**src/rtl/paddle_move_ctrl_if.sv**
```systemverilog
// Paddle motion bundle: raw frame sync, buttons and auto-track geometry in; motion command out.
// The master drives the raw inputs and observes the command; the slave is the controller.
interface paddle_move_ctrl_if;
    logic       vsync;
    logic       btn_left;
    logic       btn_right;
    logic       auto_en;
    logic [9:0] ball_x;
    logic [9:0] paddle_center;
    logic       left;
    logic       right;
    logic [1:0] speed;
    logic       src_auto;

    modport master (
        output vsync, btn_left, btn_right, auto_en, ball_x, paddle_center,
        input  left, right, speed, src_auto
    );

    modport slave (
        input  vsync, btn_left, btn_right, auto_en, ball_x, paddle_center,
        output left, right, speed, src_auto
    );
endinterface

```
**src/rtl/paddle_move_ctrl.sv**
```systemverilog
// Paddle move controller: debounced player buttons override an auto-tracker, speed ramps per frame.
// Latency: command registers update one clk after the synchronized vsync rising edge.
// Backpressure: none; the command is held for the whole frame and the datapath must accept it.
module paddle_move_ctrl #(
    parameter int DEBOUNCE_CYCLES = 15000,
    parameter int RAMP_FRAMES     = 8,
    parameter int MAX_SPEED       = 3,
    parameter int DEADZONE        = 8
) (
    input  logic               clk,
    input  logic               reset_n,
    paddle_move_ctrl_if.slave  io
);

    localparam int              DB_W    = $clog2(DEBOUNCE_CYCLES + 1);
    localparam int              FC_W    = (RAMP_FRAMES > 1) ? $clog2(RAMP_FRAMES) : 1;
    localparam logic [DB_W-1:0] DB_LAST = DB_W'(DEBOUNCE_CYCLES - 1);
    localparam logic [FC_W-1:0] FC_LAST = FC_W'(RAMP_FRAMES - 1);
    localparam logic [1:0]      SPD_MAX = 2'(MAX_SPEED);
    localparam logic [10:0]     DZ      = 11'(DEADZONE);

    typedef enum logic [1:0] {DIR_NONE, DIR_L, DIR_R} dir_e;
    typedef enum logic [1:0] {IDLE, RAMP, CRUISE} state_e;

    // vsync synchronizer plus one extra stage for rising-edge detection
    logic vs_s1, vs_s2, vs_d;
    logic frame_tick;

    always_ff @(posedge clk or negedge reset_n) begin
        if (!reset_n) begin
            vs_s1 <= 1'b0;
            vs_s2 <= 1'b0;
            vs_d  <= 1'b0;
        end else begin
            vs_s1 <= io.vsync;
            vs_s2 <= vs_s1;
            vs_d  <= vs_s2;
        end
    end

    assign frame_tick = vs_s2 & ~vs_d;

    // bit 0 = left, bit 1 = right
    logic [1:0]      btn_raw;
    logic [1:0]      btn_deb;
    logic [DB_W-1:0] db_cnt [2];

    assign btn_raw = {io.btn_right, io.btn_left};

    always_ff @(posedge clk or negedge reset_n) begin
        if (!reset_n) begin
            btn_deb <= 2'b00;
            for (int i = 0; i < 2; i++) db_cnt[i] <= '0;
        end else begin
            for (int i = 0; i < 2; i++) begin
                if (btn_raw[i] == btn_deb[i]) begin
                    db_cnt[i] <= '0;
                end else if (db_cnt[i] == DB_LAST) begin
                    db_cnt[i]  <= '0;
                    btn_deb[i] <= btn_raw[i];
                end else begin
                    db_cnt[i] <= db_cnt[i] + DB_W'(1);
                end
            end
        end
    end

    dir_e ply_dir, auto_dir, req_dir, cur_dir;
    logic req_auto;

    // 11-bit sums keep the deadzone compare free of wrap at both screen edges
    always_comb begin
        ply_dir  = DIR_NONE;
        auto_dir = DIR_NONE;
        if (btn_deb == 2'b01) ply_dir = DIR_L;
        else if (btn_deb == 2'b10) ply_dir = DIR_R;
        if (io.auto_en) begin
            if (({1'b0, io.ball_x} + DZ) < {1'b0, io.paddle_center})
                auto_dir = DIR_L;
            else if ({1'b0, io.ball_x} > ({1'b0, io.paddle_center} + DZ))
                auto_dir = DIR_R;
        end
        req_dir  = (ply_dir != DIR_NONE) ? ply_dir : auto_dir;
        req_auto = (ply_dir == DIR_NONE) && (auto_dir != DIR_NONE);
    end

    state_e          state;
    logic [FC_W-1:0] frame_cnt;
    logic            left_q, right_q, src_auto_q;
    logic [1:0]      speed_q;

    assign cur_dir = left_q ? DIR_L : (right_q ? DIR_R : DIR_NONE);

    always_ff @(posedge clk or negedge reset_n) begin
        if (!reset_n) begin
            state      <= IDLE;
            frame_cnt  <= '0;
            left_q     <= 1'b0;
            right_q    <= 1'b0;
            speed_q    <= 2'd0;
            src_auto_q <= 1'b0;
        end else if (frame_tick) begin
            if (req_dir == DIR_NONE) begin
                state      <= IDLE;
                frame_cnt  <= '0;
                left_q     <= 1'b0;
                right_q    <= 1'b0;
                speed_q    <= 2'd0;
                src_auto_q <= 1'b0;
            end else begin
                src_auto_q <= req_auto;
                if (state == IDLE || req_dir != cur_dir) begin
                    // fresh start or reversal: restart the ramp from speed 1
                    left_q    <= (req_dir == DIR_L);
                    right_q   <= (req_dir == DIR_R);
                    speed_q   <= 2'd1;
                    frame_cnt <= '0;
                    state     <= (SPD_MAX == 2'd1) ? CRUISE : RAMP;
                end else if (state == RAMP) begin
                    if (frame_cnt == FC_LAST) begin
                        speed_q   <= speed_q + 2'd1;
                        frame_cnt <= '0;
                        if (speed_q + 2'd1 == SPD_MAX) state <= CRUISE;
                    end else begin
                        frame_cnt <= frame_cnt + FC_W'(1);
                    end
                end else begin
                    speed_q <= SPD_MAX;
                end
            end
        end
    end

    assign io.left     = left_q;
    assign io.right    = right_q;
    assign io.speed    = speed_q;
    assign io.src_auto = src_auto_q;

endmodule

```
**src/flat_wrapper.sv**
```systemverilog
// flat-port wrapper written by rule: the top's interface ports become plain ports
module paddle_move_ctrl_flat 
#(
    parameter int DEBOUNCE_CYCLES = 15000,
    parameter int RAMP_FRAMES     = 8,
    parameter int MAX_SPEED       = 3,
    parameter int DEADZONE        = 8
)
  (clk, reset_n, io_vsync, io_btn_left, io_btn_right, io_auto_en, io_ball_x, io_paddle_center, io_left, io_right, io_speed, io_src_auto);
  paddle_move_ctrl_if io_i ();
  input  logic clk;
  input  logic reset_n;
  input wire logic [$bits(io_i.vsync)-1:0] io_vsync;
  input wire logic [$bits(io_i.btn_left)-1:0] io_btn_left;
  input wire logic [$bits(io_i.btn_right)-1:0] io_btn_right;
  input wire logic [$bits(io_i.auto_en)-1:0] io_auto_en;
  input wire logic [$bits(io_i.ball_x)-1:0] io_ball_x;
  input wire logic [$bits(io_i.paddle_center)-1:0] io_paddle_center;
  output wire logic [$bits(io_i.left)-1:0] io_left;
  output wire logic [$bits(io_i.right)-1:0] io_right;
  output wire logic [$bits(io_i.speed)-1:0] io_speed;
  output wire logic [$bits(io_i.src_auto)-1:0] io_src_auto;
  assign io_i.vsync = io_vsync;
  assign io_i.btn_left = io_btn_left;
  assign io_i.btn_right = io_btn_right;
  assign io_i.auto_en = io_auto_en;
  assign io_i.ball_x = io_ball_x;
  assign io_i.paddle_center = io_paddle_center;
  assign io_left = io_i.left;
  assign io_right = io_i.right;
  assign io_speed = io_i.speed;
  assign io_src_auto = io_i.src_auto;
  paddle_move_ctrl #(.DEBOUNCE_CYCLES(DEBOUNCE_CYCLES), .RAMP_FRAMES(RAMP_FRAMES), .MAX_SPEED(MAX_SPEED), .DEADZONE(DEADZONE)) u_core (.clk(clk), .reset_n(reset_n), .io(io_i));
endmodule
```
**config.mk**
```make
export PLATFORM = sky130hd
export DESIGN_NAME = paddle_move_ctrl_flat
export DESIGN_NICKNAME = d
export VERILOG_FILES = /design/src/rtl/paddle_move_ctrl_if.sv /design/src/rtl/paddle_move_ctrl.sv /design/src/flat_wrapper.sv
export SDC_FILE = /design/constraint.sdc
export NUM_CORES = 1
export LEC_CHECK = 0
export CAP_MARGIN = 20
export CELL_PAD_IN_SITES_DETAIL_PLACEMENT = 0
export CELL_PAD_IN_SITES_GLOBAL_PLACEMENT = 1
export CORE_ASPECT_RATIO = 1.5
export CORE_MARGIN = 2
export CORE_UTILIZATION = 30
export DETAILED_ROUTE_END_ITERATION = 6
export PLACE_DENSITY_LB_ADDON = 0.15
export SKIP_CTS_REPAIR_TIMING = 1
export SYNTH_ARGS = -nofsm -noshare
export SYNTH_HDL_FRONTEND = slang
export SYNTH_SLANG_ARGS = --single-unit
export TNS_END_PERCENT = 5
```
**constraint.sdc**
```tcl
create_clock -name clk -period 5.8 [get_ports clk]
set_input_delay 1.16 -clock clk [delete_from_list [all_inputs] [get_ports clk]]
set_output_delay 1.16 -clock clk [all_outputs]
set_load 0.02 [all_outputs]
```
==> results of run 1 <==
## layer usage
metal  GRT usage [%]  routed length, um  part of all wire, %
met3           2.403                157                  2.5
met4           4.536                 99                  1.6
met2           23.10               3303                   53
met1           15.47               2694                   43
met5               0                  0                    0
## path summary, 6_finish.rpt
| kind | slack, ns | endpoint | start |
|---|---|---|---|
| worst max-delay path | 1.77 | u_core.io.speed[0] | io_ball_x[3] |
| worst min-delay path | 0.34 | u_core.vs_s2 | u_core.vs_s1 |
| worst max register to register | 3.54 | u_core.io.speed[0] | u_core.btn_deb[0] |
| worst min register to register | 0.34 | u_core.vs_s2 | u_core.vs_s1 |
| max in group asynchronous | 4.63 | u_core.db_cnt[13] | reset_n |
| min in group asynchronous | 0.71 | u_core.vs_s2 | reset_n |
## state kept, by name, summed over array words and instances, names as in the netlist
| signal | count |
|---|---|
| u_core.io.left | 1 |
| u_core.state | 2 |
| u_core.frame_cnt | 3 |
| u_core.io.src_auto | 1 |
| u_core.io.right | 1 |
| u_core.btn_deb | 2 |
| u_core.vs_s2 | 1 |
| u_core.vs_d | 1 |
| u_core.db_cnt | 28 |
| u_core.vs_s1 | 1 |
| u_core.io.speed | 2 |
## worst register-to-register path, stage by stage (launching register included)
cell and delay, ns:
dfrtp_1 0.44, inv_1 0.07, ha_1 0.36, and4b_4 0.25, a2111oi_4 0.46, o211ai_2 0.15, o211ai_2 0.11, mux2_4 0.31
## stage by stage
stage | hold slack [ns] | cell area (um^2) | worst slack [ns]
CTS | 0.3500 | 3438 | 1.768
global placement | 0.3324 | 3276 | 1.508
detailed placement | 0.3364 | 3276 | 1.475
floorplan | 0.3312 | 2855 | 2.281
finish | 0.3434 | 3458 | 1.772
global route | 0.3493 | 3458 | 1.483
## synthesized netlist by cell type, types with 2 or more instances
cell type | number | area [um^2]
o21ai_1 | 3 | 15.01
o22a_1 | 2 | 17.52
o211ai_2 | 2 | 25.02
a21oi_2 | 2 | 17.52
nand2_1 | 26 | 97.59
inv_1 | 18 | 67.56
nor3_1 | 2 | 10.01
ha_1 | 26 | 325.3
nand4_1 | 5 | 31.28
nor2_1 | 40 | 150.1
clkbuf_1 | 4 | 15.01
and3_1 | 6 | 37.54
a211oi_1 | 2 | 15.01
o21a_1 | 2 | 15.01
nor4_1 | 2 | 12.51
or3_1 | 3 | 18.77
nor2b_1 | 9 | 56.30
xor2_1 | 20 | 175.2
xnor2_1 | 14 | 122.6
a21o_1 | 2 | 15.01
dfrtp_1 | 43 | 1076
a21oi_1 | 11 | 55.05
o21ai_0 | 6 | 30.03
mux2_2 | 2 | 22.52
nand3_1 | 24 | 120.1
a2111oi_4 | 2 | 55.05
nor4bb_1 | 2 | 20.02
## cell usage in the layout (no fill, tap or decap), drive strengths merged, types with 3 or more instances in the layout
cell,instances
a211oi,3
ha,26
xnor2,14
dfrtp,43
clkbuf,5
nor2,40
nor2b,9
nand3,24
mux2,3
xor2,20
or3,3
a21o,3
nor3,3
nand2,27
clkdlybuf4s50,29
nand4,5
and2,3
o21ai,10
and3,7
inv,18
a21oi,13
## power groups by stage
stage | clock network [mW] | logic (mW) | registers, mW
finish | 0.320 | 0.165 | 0.336
global route | 0.344 | 0.186 | 0.339
CTS | 0.334 | 0.168 | 0.337
detailed placement | 0 | 0.167 | 0.342
global placement | 0 | 0.168 | 0.342
floorplan | 0 | 0.0963 | 0.344
## logic make-up (layout without fill, tap and decap cells)
kind of cell | Yosys count | in the layout | share of synthesized area, %
AOI/OAI and AO/OA | 46 | 46 | 13.58
xor gates and xnor gates | 34 | 34 | 10.43
adders and majority gates | 26 | 26 | 11.39
buffers and inverters | 22 | 56 | 2.892
DFF | 43 | 43 | 37.69
muxes | 3 | 3 | 1.314
and+or+nand+nor | 130 | 130 | 22.70
## cell type report
type / instances / area (um^2) / share of cell area (%)
Inverter: 18 / 67.56 / 1.954
Sequential cell: 43 / 1076 / 31.11
Multi-Input combinational cell: 239 / 1697 / 49.06
Clock inverter: 2 / 37.54 / 1.085
Tap cell: 112 / 140.1 / 4.052
Clock buffer: 5 / 125.1 / 3.618
Timing Repair Buffer: 31 / 315.3 / 9.117
==> report_table.html, run 1 <==
<table>
<tr><th>Metric</th><th>Value</th></tr>
<tr><th colspan="2">Synthesis</th></tr>
<tr><td>Post-synth EDFFs</td><td>0</td></tr>
<tr><td>#FFs+latches synth</td><td>43</td></tr>
<tr><td>Async set-reset flop share out of synthesis</td><td>100.0%</td></tr>
<tr><td>Register area share after synthesis</td><td>37.69%</td></tr>
<tr><td>Top FF cell, synth</td><td>dfrtp_1</td></tr>
<tr><td>Syn Nets</td><td>356</td></tr>
<tr><td>Cells after synthesis</td><td>304</td></tr>
<tr><td>Yosys warning count</td><td>0</td></tr>
<tr><td>Distinct cells, synth</td><td>51</td></tr>
<tr><td>Per-instance average area after synthesis</td><td>9.392 um^2</td></tr>
<tr><td>Area of the mapped netlist</td><td>2855 um^2</td></tr>
<tr><th colspan="2">CTS</th></tr>
<tr><td>Number of sinks driven by the clock tree</td><td>43</td></tr>
<tr><td>Root Driver</td><td>clkbuf_16</td></tr>
<tr><td>Clock Tree Buf Depth</td><td>2</td></tr>
<tr><td>Number of buffers created by CTS</td><td>5</td></tr>
<tr><td>Number of H-tree levels</td><td>2</td></tr>
<tr><td>TritonCTS clock tree</td><td>yes</td></tr>
<tr><td>Clk Latency, worst-skew pair</td><td>0.29 ns</td></tr>
<tr><td>Clock-pin slew of the registers on the worst-case setup and hold paths</td><td>0.06 ns</td></tr>
<tr><th colspan="2">Drt</th></tr>
<tr><td>Initial DRC count</td><td>65</td></tr>
<tr><td>Pre-Repair DR Iteration Count</td><td>4</td></tr>
<tr><td>Final antenna-violating net count</td><td>0</td></tr>
<tr><td>Drt wl/cell</td><td>13.90 um</td></tr>
<tr><td>Vias per Instance</td><td>4.871</td></tr>
<tr><td>DR vias</td><td>2192</td></tr>
<tr><td>Total Routed Length</td><td>6255 um</td></tr>
<tr><td>DRC violations left</td><td>0</td></tr>
<tr><th colspan="2">Pwr</th></tr>
<tr><td>Total power per unit cell area</td><td>237.5 nW/um^2</td></tr>
<tr><td>Net load switching power</td><td>0.2268 mW</td></tr>
<tr><td>Share of total power in sequential cells</td><td>40.9%</td></tr>
<tr><td>Gate power share</td><td>20.1%</td></tr>
<tr><td>Total Power Consumption</td><td>0.8214 mW</td></tr>
<tr><td>Internal Power</td><td>0.5946 mW</td></tr>
<tr><td>Share of total power consumed by net switching</td><td>27.61%</td></tr>
<tr><td>Peak VDD IR</td><td>0.0001300 V</td></tr>
<tr><td>Leak pwr</td><td>1.513 nW</td></tr>
<tr><td>Power share of the clock group</td><td>39.0%</td></tr>
<tr><th colspan="2">Min path</th></tr>
<tr><td>Hold Path Depth</td><td>0</td></tr>
<tr><td>Min-Delay Path Class</td><td>reg -&gt; reg</td></tr>
<tr><th colspan="2">Critical path</th></tr>
<tr><td>CP bufs+invs</td><td>1</td></tr>
<tr><td>Cell Chain, Critical Path</td><td>clkdlybuf4s50_1 -&gt; ha_1 -&gt; nand3_1 -&gt; nor2_1 -&gt; xor2_1 -&gt; ha_1 -&gt; and2_1 -&gt; a221oi_1 -&gt; nor2b_1 -&gt; a2111oi_4 -&gt; o211ai_2 -&gt; o211ai_2 -&gt; mux2_4</td></tr>
<tr><td>Arrival time reported for the critical path endpoint</td><td>4.20 ns</td></tr>
<tr><td>Kind of critical path</td><td>in -&gt; reg</td></tr>
<tr><td>CP Data Required Time</td><td>5.98 ns</td></tr>
<tr><td>Kind of launch point of the worst setup path</td><td>input pin</td></tr>
<tr><td>Kind of capture point of the worst setup path</td><td>register</td></tr>
<tr><td>Worst Reg2Reg Path Length in Cells</td><td>7</td></tr>
<tr><td>Critical Path Fanout Max</td><td>5</td></tr>
<tr><td>Stages on worst setup path</td><td>13</td></tr>
<tr><td>Critical path's top delay family</td><td>compound AO/OA/AOI/OAI gates</td></tr>
<tr><td>Worst-path cell with the longest stage delay</td><td>clkdlybuf4s50_1</td></tr>
<tr><td>Worst stage delay on the critical path</td><td>0.55 ns</td></tr>
<tr><th colspan="2">STA</th></tr>
<tr><td>Worst Skew</td><td>0.006229 ns</td></tr>
<tr><td>Final setup violating endpoints</td><td>0</td></tr>
<tr><td>Final critical path time including I/O delays and setup</td><td>4.028 ns</td></tr>
<tr><td>Final number of max-transition violations</td><td>0</td></tr>
<tr><td>Crit share post-route</td><td>69.45%</td></tr>
<tr><td>Accumulated negative setup slack</td><td>0 ns</td></tr>
<tr><td>Slew headroom</td><td>62.05%</td></tr>
<tr><td>Highest clock frequency the design can meet</td><td>248.2 MHz</td></tr>
<tr><td>RSZ-0062 raised after global routing</td><td>no</td></tr>
<tr><td>Worst-margin pin slew</td><td>0.5681 ns</td></tr>
<tr><td>Final hold violation count</td><td>0</td></tr>
<tr><th colspan="2">Finish</th></tr>
<tr><td>Filler-free cell count of the finished design</td><td>450</td></tr>
<tr><td>Core occupancy in the finished layout</td><td>37.37%</td></tr>
<tr><td>Number of nets at the end of the flow</td><td>390</td></tr>
<tr><td>Antenna cells</td><td>0</td></tr>
<tr><td>Layout cells sized above 1</td><td>8.580%</td></tr>
<tr><td>Fill cell total of the finished layout</td><td>952</td></tr>
<tr><td>Layout overhead on the synthesized area</td><td>21.12%</td></tr>
<tr><th colspan="2">Flow run</th></tr>
<tr><td>Max-capacitance violation count</td><td>0</td></tr>
<tr><th colspan="2">Global route</th></tr>
<tr><td>Maximum number of pins on one net before global-route repair</td><td>44</td></tr>
<tr><td>Initial antenna violation count</td><td>0</td></tr>
<tr><td>All-Layer GR Usage</td><td>12.90%</td></tr>
<tr><td>Via count of the first global-routing pass</td><td>2222</td></tr>
<tr><td>Wire length of the first global-routing pass</td><td>10640 um</td></tr>
<tr><td>Residual overflow from global routing</td><td>0</td></tr>
<tr><th colspan="2">Place</th></tr>
<tr><td>Port Buf Inserts</td><td>30</td></tr>
<tr><td>Routability Congestion</td><td>0.7458</td></tr>
<tr><td>Half-perimeter wire length after placement</td><td>4730 um</td></tr>
<tr><td>Post-Place Cells</td><td>442</td></tr>
<tr><th colspan="2">Floorplanning</th></tr>
<tr><td>Initial cell density of the core</td><td>30.85%</td></tr>
<tr><td>Floorplan Core Area</td><td>9254 um^2</td></tr>
<tr><td>Number of placed I/O pins</td><td>31</td></tr>
<tr><td>Cell row count</td><td>43</td></tr>
<tr><td>Die boundary height</td><td>123.5 um</td></tr>
<tr><td>Width of the chip</td><td>83.66 um</td></tr>
<tr><td>Area enclosed by the die boundary</td><td>10330 um^2</td></tr>
<tr><th colspan="2">Run status</th></tr>
<tr><td>Status</td><td>finished, final reports clean</td></tr>
</table>
Power figures use the tool's default switching activity.
==> run 2: changes to the inputs <==
==> constraint.sdc (replaced) <==
create_clock -name clk -period 4.1 [get_ports clk]
set_input_delay 0.82 -clock clk [delete_from_list [all_inputs] [get_ports clk]]
set_output_delay 0.82 -clock clk [all_outputs]
set_load 0.02 [all_outputs]
==> report_table.html, run 2 (same netlist as run 1, synthesis figures left out) <==
<table>
<tr><th>Metric</th><th>Value</th></tr>
<tr><th colspan="2">CTS</th></tr>
<tr><td>Clk Latency, worst-skew pair</td><td>0.29 ns</td></tr>
<tr><td>Number of H-tree levels</td><td>2</td></tr>
<tr><td>Number of buffers created by CTS</td><td>5</td></tr>
<tr><td>Clock-pin slew of the registers on the worst-case setup and hold paths</td><td>0.07 ns</td></tr>
<tr><td>Clock Tree Buf Depth</td><td>2</td></tr>
<tr><td>Number of sinks driven by the clock tree</td><td>43</td></tr>
<tr><td>Root Driver</td><td>clkbuf_16</td></tr>
<tr><td>TritonCTS clock tree</td><td>yes</td></tr>
<tr><th colspan="2">Finish</th></tr>
<tr><td>Number of nets at the end of the flow</td><td>391</td></tr>
<tr><td>Layout overhead on the synthesized area</td><td>20.82%</td></tr>
<tr><td>Largest register by flop count</td><td>u_core.db_cnt</td></tr>
<tr><td>Top library cells by usage in the layout, fill and taps aside</td><td>dfrtp_1 (43), nor2_1 (40), clkdlybuf4s50_1 (29), nand2_1 (26), ha_1 (26)</td></tr>
<tr><td>Layout cells sized above 1</td><td>8.850%</td></tr>
<tr><td>Fill cell total of the finished layout</td><td>972</td></tr>
<tr><td>Filler-free cell count of the finished design</td><td>451</td></tr>
<tr><td>Max reg flops</td><td>28</td></tr>
<tr><td>Most common cell after layout, fill and taps aside</td><td>dfrtp_1</td></tr>
<tr><td>Final Instance Area</td><td>3450 um^2</td></tr>
<tr><td>Largest registers</td><td>u_core.db_cnt: 28 flops, u_core.frame_cnt: 3 flops</td></tr>
<tr><td>Antenna cells</td><td>0</td></tr>
<tr><th colspan="2">Critical path</th></tr>
<tr><td>Worst stage delay on the critical path</td><td>0.53 ns</td></tr>
<tr><td>R2R setup slack</td><td>1.85 ns</td></tr>
<tr><td>Worst-path cell with the longest stage delay</td><td>clkdlybuf4s50_1</td></tr>
<tr><td>Kind of capture point of the worst setup path</td><td>register</td></tr>
<tr><td>Critical Path Fanout Max</td><td>5</td></tr>
<tr><td>Worst Reg2Reg Path Length in Cells</td><td>7</td></tr>
<tr><td>Startpoint of the lowest-slack register-to-register path</td><td>u_core.btn_deb[0]</td></tr>
<tr><td>End of the worst register-to-register path</td><td>u_core.io.speed[0]</td></tr>
<tr><td>Kind of launch point of the worst setup path</td><td>input pin</td></tr>
<tr><td>Cell Chain, Critical Path</td><td>clkdlybuf4s50_1 -&gt; ha_1 -&gt; nand3_1 -&gt; nor2_1 -&gt; xor2_1 -&gt; ha_1 -&gt; and2_1 -&gt; a221oi_1 -&gt; nor2b_1 -&gt; a2111oi_4 -&gt; o211ai_2 -&gt; o211ai_2 -&gt; mux2_4</td></tr>
<tr><td>CP Data Required Time</td><td>4.28 ns</td></tr>
<tr><td>Kind of critical path</td><td>in -&gt; reg</td></tr>
<tr><td>Arrival time reported for the critical path endpoint</td><td>3.87 ns</td></tr>
<tr><th colspan="2">STA</th></tr>
<tr><td>Worst hold slack after final layout</td><td>0.3476 ns</td></tr>
<tr><td>Final number of max-transition violations</td><td>0</td></tr>
<tr><td>Final critical path time including I/O delays and setup</td><td>3.692 ns</td></tr>
<tr><td>Highest clock frequency the design can meet</td><td>270.9 MHz</td></tr>
<tr><td>Slew headroom</td><td>62.98%</td></tr>
<tr><td>Crit share post-route</td><td>90.05%</td></tr>
<tr><td>Worst Skew</td><td>0.007670 ns</td></tr>
<tr><td>Accumulated negative setup slack</td><td>0 ns</td></tr>
<tr><td>Final hold violation count</td><td>0</td></tr>
<tr><td>RSZ-0062 raised after global routing</td><td>no</td></tr>
<tr><td>Final setup violating endpoints</td><td>0</td></tr>
<tr><td>Worst-margin pin slew</td><td>0.5552 ns</td></tr>
<tr><th colspan="2">Flow run</th></tr>
<tr><td>Max-capacitance violation count</td><td>0</td></tr>
<tr><th colspan="2">Drt</th></tr>
<tr><td>Pre-Repair DR Iteration Count</td><td>4</td></tr>
<tr><td>Total Routed Length</td><td>6172 um</td></tr>
<tr><td>DR vias</td><td>2211</td></tr>
<tr><td>Final antenna-violating net count</td><td>0</td></tr>
<tr><td>Vias per Instance</td><td>4.902</td></tr>
<tr><td>Drt wl/cell</td><td>13.69 um</td></tr>
<tr><td>Initial DRC count</td><td>52</td></tr>
<tr><td>DRC violations left</td><td>0</td></tr>
<tr><th colspan="2">Floorplanning</th></tr>
<tr><td>Cell row count</td><td>43</td></tr>
<tr><td>Die boundary height</td><td>123.5 um</td></tr>
<tr><td>Number of placed I/O pins</td><td>31</td></tr>
<tr><td>Floorplan Core Area</td><td>9254 um^2</td></tr>
<tr><td>Width of the chip</td><td>83.66 um</td></tr>
<tr><td>Initial cell density of the core</td><td>30.85%</td></tr>
<tr><td>Area enclosed by the die boundary</td><td>10330 um^2</td></tr>
<tr><th colspan="2">Pwr</th></tr>
<tr><td>Share of total power in sequential cells</td><td>43.1%</td></tr>
<tr><td>Power share of the clock group</td><td>35.5%</td></tr>
<tr><td>Internal Power</td><td>0.7807 mW</td></tr>
<tr><td>Peak VDD IR</td><td>0.0001953 V</td></tr>
<tr><td>Net load switching power</td><td>0.3200 mW</td></tr>
<tr><td>Leak pwr</td><td>1.515 nW</td></tr>
<tr><td>Gate power share</td><td>21.4%</td></tr>
<tr><td>Share of total power consumed by net switching</td><td>29.07%</td></tr>
<tr><td>Total power per unit cell area</td><td>319.1 nW/um^2</td></tr>
<tr><th colspan="2">Global route</th></tr>
<tr><td>Wire length of the first global-routing pass</td><td>10870 um</td></tr>
<tr><td>Maximum number of pins on one net before global-route repair</td><td>44</td></tr>
<tr><td>Via count of the first global-routing pass</td><td>2275</td></tr>
<tr><td>Residual overflow from global routing</td><td>0</td></tr>
<tr><td>Initial antenna violation count</td><td>0</td></tr>
<tr><td>All-Layer GR Usage</td><td>13.01%</td></tr>
<tr><th colspan="2">Place</th></tr>
<tr><td>Post-Place Cells</td><td>443</td></tr>
<tr><td>Placement Cell Area</td><td>3283 um^2</td></tr>
<tr><td>Port Buf Inserts</td><td>30</td></tr>
<tr><td>Routability Congestion</td><td>0.7431</td></tr>
<tr><td>Half-perimeter wire length after placement</td><td>4723 um</td></tr>
<tr><th colspan="2">Run status</th></tr>
<tr><td>Status</td><td>finished, final reports clean</td></tr>
<tr><th colspan="2">Min path</th></tr>
<tr><td>Hold Crit Start</td><td>u_core.vs_s1</td></tr>
<tr><td>Hold Path Depth</td><td>0</td></tr>
<tr><td>Worst Hold End</td><td>u_core.vs_s2</td></tr>
<tr><td>Min-Delay Path Class</td><td>reg -&gt; reg</td></tr>
</table>
==> run 2: changes by cell type in the layout (fill, tap and decap cells not counted), sizes merged <==
cell / change
clkinvlp: -1
bufinv: -1
buf: +1
clkinv: +2
==> run 2: per-layer routing <==
metal	share of wire, %	GRT usage, %
met1	43	15.35
met2	53	23.55
met3	2.5	2.537
met4	1.3	4.536
met5	0	0
==> run 2: metrics by stage <==
step	total power [mW]	worst slack (ns)	utilization, %
3_5_place_dp	0.7206	0.09571	35.48
3_3_place_gp	0.7215	0.1746	35.48
4_1_cts	1.123	0.4159	36.98
6_report	1.101	0.4080	37.28
2_1_floorplan	0.6234	0.9211	-
5_1_grt	1.171	0.1866	37.28
==> run 2: area by class of cell <==
cell class	instances	area [um^2]	area share (%)
Sequential cell	43	1076	31.19
Multi-Input combinational cell	239	1697	49.18
Clock buffer	5	125.1	3.627
Tap cell	112	140.1	4.062
Timing Repair Buffer	32	330.3	9.576
Inverter	18	67.56	1.959
Clock inverter	2	13.76	0.3990
==> run 2: worst max-delay path by stage <==
stage	from	end	depth (start not counted)
CTS	io_ball_x[4]	u_core.io.speed[0]	13
global placement	io_ball_x[4]	u_core.io.speed[0]	13
global route	io_ball_x[4]	u_core.frame_cnt[2]	13
finish	io_ball_x[4]	u_core.io.speed[0]	13
detailed placement	io_ball_x[4]	u_core.io.speed[0]	13
floorplan	io_ball_x[3]	u_core.io.speed[0]	12
==> run 2: power groups by stage <==
stage	registers, mW	clock network [mW]	logic [mW]
3_3_place_gp	0.484	0	0.238
6_report	0.475	0.391	0.235
2_1_floorplan	0.487	0	0.136
3_5_place_dp	0.483	0	0.237
5_1_grt	0.479	0.426	0.266
4_1_cts	0.475	0.410	0.238
==> run 2: worst max-delay path: cells and delay by family <==
family / cells / cell delay (ns)
mux: 1 / 0.32
buf+inv: 1 / 0.53
xor+xnor: 1 / 0.15
fa+ha+maj: 2 / 0.46
simple gates: 4 / 0.76
compound gates: 4 / 0.83
==> run 3: changes to the inputs <==
--- a/config.mk
+++ b/config.mk
@@ -5,6 +5,7 @@
 export SDC_FILE = /design/constraint.sdc
 export NUM_CORES = 1
 export LEC_CHECK = 0
+export ABC_AREA = 0
 export CAP_MARGIN = 20
 export CELL_PAD_IN_SITES_DETAIL_PLACEMENT = 0
 export CELL_PAD_IN_SITES_GLOBAL_PLACEMENT = 1
==> results of run 3 <==
Final layout, timing and power as in run 2 (identical DEF).
